<file path="src/rtl/logic_gate_bank.sv">
// logic_gate_bank: registered bitwise logic unit with a result FIFO.
// Each accepted beat computes Y = f(OP, A, B) over WIDTH bits, plus Z = (Y == 0).
// The result is queued in a DEPTH-entry FIFO and delivered to a consumer that may stall.
// Optional feature macro: GATE_ERR_EN. When defined, it adds the ERR port and a
// per-entry err bit that flags results produced by the reserved OP = 7.
//
// Handshake: a beat moves on a rising edge exactly when valid && ready on that side.
// IN_READY and OUT_VALID are decoded only from the registered occupancy count.
// There is no path from OUT_READY to IN_READY, so a full FIFO refuses input
// even in a cycle where the head is being popped.
// Once OUT_VALID is high, Y/Z/ERR hold until the head is popped.
module logic_gate_bank #(
    parameter int WIDTH = 8,
    parameter int DEPTH = 2,
    parameter int CNT_W = 16
) (
    input  logic             CLK,
    input  logic             RST,
    input  logic             IN_VALID,
    output logic             IN_READY,
    input  logic [WIDTH-1:0] A,
    input  logic [WIDTH-1:0] B,
    input  logic [2:0]       OP,
    output logic             OUT_VALID,
    input  logic             OUT_READY,
    output logic [WIDTH-1:0] Y,
    output logic             Z,
    output logic [CNT_W-1:0] CNT
`ifdef GATE_ERR_EN
    ,
    output logic             ERR
`endif
);

    localparam int PTR_W = $clog2(DEPTH);
    localparam logic [PTR_W:0] FULL_CNT = (PTR_W+1)'(DEPTH);

    logic [WIDTH-1:0] y_mem [DEPTH];
    logic             z_mem [DEPTH];
`ifdef GATE_ERR_EN
    logic             err_mem [DEPTH];
    logic             res_err;
`endif

    logic [PTR_W-1:0] wr_ptr;
    logic [PTR_W-1:0] rd_ptr;
    logic [PTR_W:0]   count;
    logic [WIDTH-1:0] res;
    logic             push;
    logic             pop;

    assign IN_READY  = (count != FULL_CNT);
    assign OUT_VALID = (count != '0);
    assign push      = IN_VALID && IN_READY;
    assign pop       = OUT_VALID && OUT_READY;

    // Bitwise operation selected by OP for the beat being offered.
    always_comb begin
        res = '0;
`ifdef GATE_ERR_EN
        res_err = 1'b0;
`endif
        case (OP)
            3'd0:    res = A & B;
            3'd1:    res = A | B;
            3'd2:    res = ~(A & B);
            3'd3:    res = ~(A | B);
            3'd4:    res = A ^ B;
            3'd5:    res = ~(A ^ B);
            3'd6:    res = ~A;
            default: begin
`ifdef GATE_ERR_EN
                // Reserved op yields a zero result tagged as an error.
                res     = '0;
                res_err = 1'b1;
`else
                // Reserved op aliases NOR.
                res = ~(A | B);
`endif
            end
        endcase
    end

    // FIFO storage: cleared on reset, tail entry written on accept.
    always_ff @(posedge CLK or posedge RST) begin
        if (RST) begin
            for (int i = 0; i < DEPTH; i++) begin
                y_mem[i] <= '0;
                z_mem[i] <= 1'b1;
`ifdef GATE_ERR_EN
                err_mem[i] <= 1'b0;
`endif
            end
        end else if (push) begin
            y_mem[wr_ptr] <= res;
            z_mem[wr_ptr] <= (res == '0);
`ifdef GATE_ERR_EN
            err_mem[wr_ptr] <= res_err;
`endif
        end
    end

    // Pointers and occupancy. A simultaneous push and pop leaves count unchanged.
    always_ff @(posedge CLK or posedge RST) begin
        if (RST) begin
            wr_ptr <= '0;
            rd_ptr <= '0;
            count  <= '0;
        end else begin
            if (push) wr_ptr <= wr_ptr + PTR_W'(1);
            if (pop)  rd_ptr <= rd_ptr + PTR_W'(1);
            case ({push, pop})
                2'b10:   count <= count + (PTR_W+1)'(1);
                2'b01:   count <= count - (PTR_W+1)'(1);
                default: count <= count;
            endcase
        end
    end

    // Delivered-result counter, wraps naturally at 2^CNT_W.
    always_ff @(posedge CLK or posedge RST) begin
        if (RST) CNT <= '0;
        else if (pop) CNT <= CNT + CNT_W'(1);
    end

    // Head entry drives the outputs directly from storage.
    assign Y = y_mem[rd_ptr];
    assign Z = z_mem[rd_ptr];
`ifdef GATE_ERR_EN
    assign ERR = err_mem[rd_ptr];
`endif

endmodule

</file>
<file path="config.mk">
export PLATFORM = sky130hd
export DESIGN_NAME = logic_gate_bank
export DESIGN_NICKNAME = d
export VERILOG_FILES = /design/src/rtl/logic_gate_bank.sv
export SDC_FILE = /design/constraint.sdc
export NUM_CORES = 1
export LEC_CHECK = 0
export CAP_MARGIN = 25
export CORE_MARGIN = 2
export CORE_UTILIZATION = 40
export DETAILED_ROUTE_END_ITERATION = 6
export REMOVE_ABC_BUFFERS = 1
export SYNTH_ARGS = -nofsm -noshare
export SYNTH_HDL_FRONTEND = slang
export SYNTH_SLANG_ARGS = --single-unit
</file>
<file path="constraint.sdc">
create_clock -name CLK -period 4.5 [get_ports CLK]
set_input_delay 0.9 -clock CLK [delete_from_list [all_inputs] [get_ports CLK]]
set_output_delay 0.9 -clock CLK [all_outputs]
set_load 0.005 [all_outputs]
</file>
==> results.toml <==
[sta]
drv_slew = 0
min_period_ns = 3.31
finalCritPeriodShare_pct = 73.5
max_freq_ghz = 0.302
finalHoldViolCount = 0
skew_ns = 0.00460
relSlewSlack_pct = 44.3
setup_viol = 0
fin_setup_tns_ns = 0
rsz0062_at_grt = "false"
worstMarginPinSlew_ns = 0.833

[pwr]
leakage_nw = 1.48
peakVddDrop_mv = 0.319
power.density_nw_per_um2 = 436

[clocking]
cts-hold-fix-buffers = 0
cts_tree = "yes"
insertion_delay_ns = 0.28
cts_root_buf = "clkbuf_8"
cts_made_buffers = 5
post-cts-setup-buffers = 0
clk_path_buf_depth = 2
clkSlewWorstSetupHoldPaths_ns = 0.07
clock_sinks = 38
cts_resized = 0
h-tree-depth = 2

[route]
wl_per_cell_um = 12.3
drc_errors = 0
num_vias = 1883
antenna_left = 0
drt_iter0_markers = 76
first_pass_iters = 4
vias_per_cell = 4.98
wirelength_mm = 4.66

[layout]
final_cell_area_um2 = 3200
regArea_um2 = 953
drive_above_1_share_pct = 11.2
finalNetCount = 343
fillCellCount = 568
syn_to_final_growth_pct = 26.4
multi_input_area_um2 = 1440
antenna_cells = 0

[setup_path]
cp-start-kind = "input port"
path_max_fanout = 31
cpPeakStageDelay_ns = 0.65
cp-end-kind = "flop"
critPathBufInv = 2
crit_path_top_delay_cell = "clkdlybuf4s50_1"
path_class = "in -> reg"
crit_chain = "clkdlybuf4s50_1 > buf_4 > and2b_2 > a211oi_1 > o32ai_1 > or4b_1 > o41ai_1"
crit_family = "buffers and inverters"
worst_ep_required_time_ns = 4.68
crit_arrival_ns = 3.49

[placement]
io_buffers = 49
gp_congestion = 0.732
post_dp_cell_area_um2 = 3090
dp_hpwl_mm = 3.53

[die]
io_pins = 50
die_h_um = 83.6
initial_core_util_pct = 42.0
dieWidth_um = 83.6
fp.dieArea_um2 = 6980
fp-row-count = 28
core_um2 = 6030

[synthesis]
synth_edf_count = 0
synth_top_area_share_pct = 35.6
synth_cell_type_count = 51
yosysTopAreaCell = "dfrtp_1"
syn_area_per_cell_um2 = 9.93
synth-main-ff-cell = "dfrtp_1"
yosysSeqAreaShare_pct = 37.6
ys.warnings.count = 0
postSynthCellCount = 255
synth_seq_cells = 38
synthArstFlopShare_pct = 100
syn-cell-area_um2 = 2530
synth_area_leaders = "dfrtp_1 (36%), ha_1 (8.9%), mux2_2 (6.2%), mux2i_1 (5.9%), nand2_1 (5.5%)"

[job]
drv_cap = 0

[global_route]
grt_pass1_wl_mm = 8.66
grt_overflow = 0
antenna_found_initial = 0
grt_max_degree = 32
first_global_vias = 1900
grt_util_all_layers_pct = 14.7

[outcome]
status = "finished clean"

[worst_hold_path]
hold_path.class = "reg -> reg"
## cells by family after synthesis
logic type | Yosys count | synth area share [%]
compound gates | 33 | 8.94
xor+xnor | 19 | 6.57
fa+ha+maj | 18 | 8.89
buf+inv | 31 | 5.63
flops | 38 | 37.6
mux | 36 | 16.3
simple gates | 80 | 16.0
## worst reg2reg max path, stage by stage, from the launching register on
cell,delay (ns)
dfrtp_1,0.42
o21a_1,0.33
and4_1,0.34
and4_1,0.27
nand4_1,0.12
xnor2_1,0.14
## state kept, by name, summed over array words and instances (netlist names)
name	count
y_mem	16
count	2
CNT	16
rd_ptr	1
z_mem	2
wr_ptr	1
## power by group
group          switching (mW)  leakage, nW  internal (mW)
Clock                   0.113       0.0575          0.155
Combinational           0.221        0.948          0.353
Sequential             0.0954        0.478          0.459
## metal layers
| metal | up-vias | global-route usage (%) | wire (um) |
|---|---|---|---|
| met5 | - | 0 | 0 |
| met4 | 0 | 3.96 | 44 |
| met3 | 4 | 2.67 | 125 |
| met2 | 24 | 24.4 | 2190 |
| met1 | 876 | 19.8 | 2300 |
| li1 | 979 | - | - |
## worst paths after layout
| path | startpoint | to | slack (ns) | cells past startpoint |
|---|---|---|---|---|
| min reg2reg | CNT[15] | CNT[15] | 0.46 | 1 |
| min | CNT[15] | CNT[15] | 0.46 | 1 |
| max reg2reg | count[0] | CNT[14] | 2.77 | 5 |
| min in group asynchronous | RST | CNT[13] | 0.91 | 2 |
| max in group asynchronous | RST | z_mem[0] | 3.02 | 3 |
| max | OP[2] | z_mem[0] | 1.19 | 7 |
## synthesized netlist by cell type (3+ instances only)
cell / instances
a21oi_1: 4
clkbuf_1: 7
mux2i_1: 15
nor2_1: 12
nand3_1: 3
dfrtp_1: 36
nand2_1: 37
o22ai_1: 3
nor2b_1: 4
inv_1: 18
xor2_1: 7
and3_1: 4
nand4_1: 3
buf_2: 3
ha_1: 18
xnor2_1: 12
mux2_2: 14
o21ai_1: 6
buf_6: 3
mux2_1: 4
o21ai_0: 4
## layout by cell type (no fill, tap or decap), drive strengths merged, types with 4 or more instances in the layout
| cell type | synthesis | layout |
|---|---|---|
| buf | 6 | 4 |
| clkbuf | 7 | 8 |
| nor2 | 12 | 12 |
| nand2 | 37 | 37 |
| mux2i | 15 | 15 |
| inv | 18 | 18 |
| dfrtp | 36 | 36 |
| o21ai | 10 | 10 |
| nor2b | 4 | 4 |
| a21oi | 4 | 4 |
| ha | 18 | 18 |
| and3 | 4 | 4 |
| mux2 | 19 | 19 |
| xnor2 | 12 | 12 |
| clkdlybuf4s50 | 0 | 49 |
| xor2 | 7 | 7 |
## stage by stage
stage / utilization [%] / power (mW) / std cells / setup WS (ns) / hold WS [ns]
2_1_floorplan: - / 0.857 / 242 / 1.61 / 0.442
3_5_place_dp: 51.3 / 1.14 / 370 / 0.893 / 0.459
3_3_place_gp: 50.9 / 1.14 / 369 / 0.942 / 0.456
6_report: 53.1 / 1.40 / 378 / 1.19 / 0.463
5_1_grt: 53.1 / 1.52 / 378 / 1.02 / 0.504
4_1_cts: 53.1 / 1.42 / 378 / 1.19 / 0.471
## cell type report
type | count | share of cell area (%)
multi-input cells | 186 | 44.9
flip-flops and latches | 38 | 29.8
repair buffers | 53 | 16.9
clock buffers | 8 | 3.44
well taps | 75 | 2.93
inverters | 18 | 2.11
Note: power is estimated with default switching activity, not from simulation.
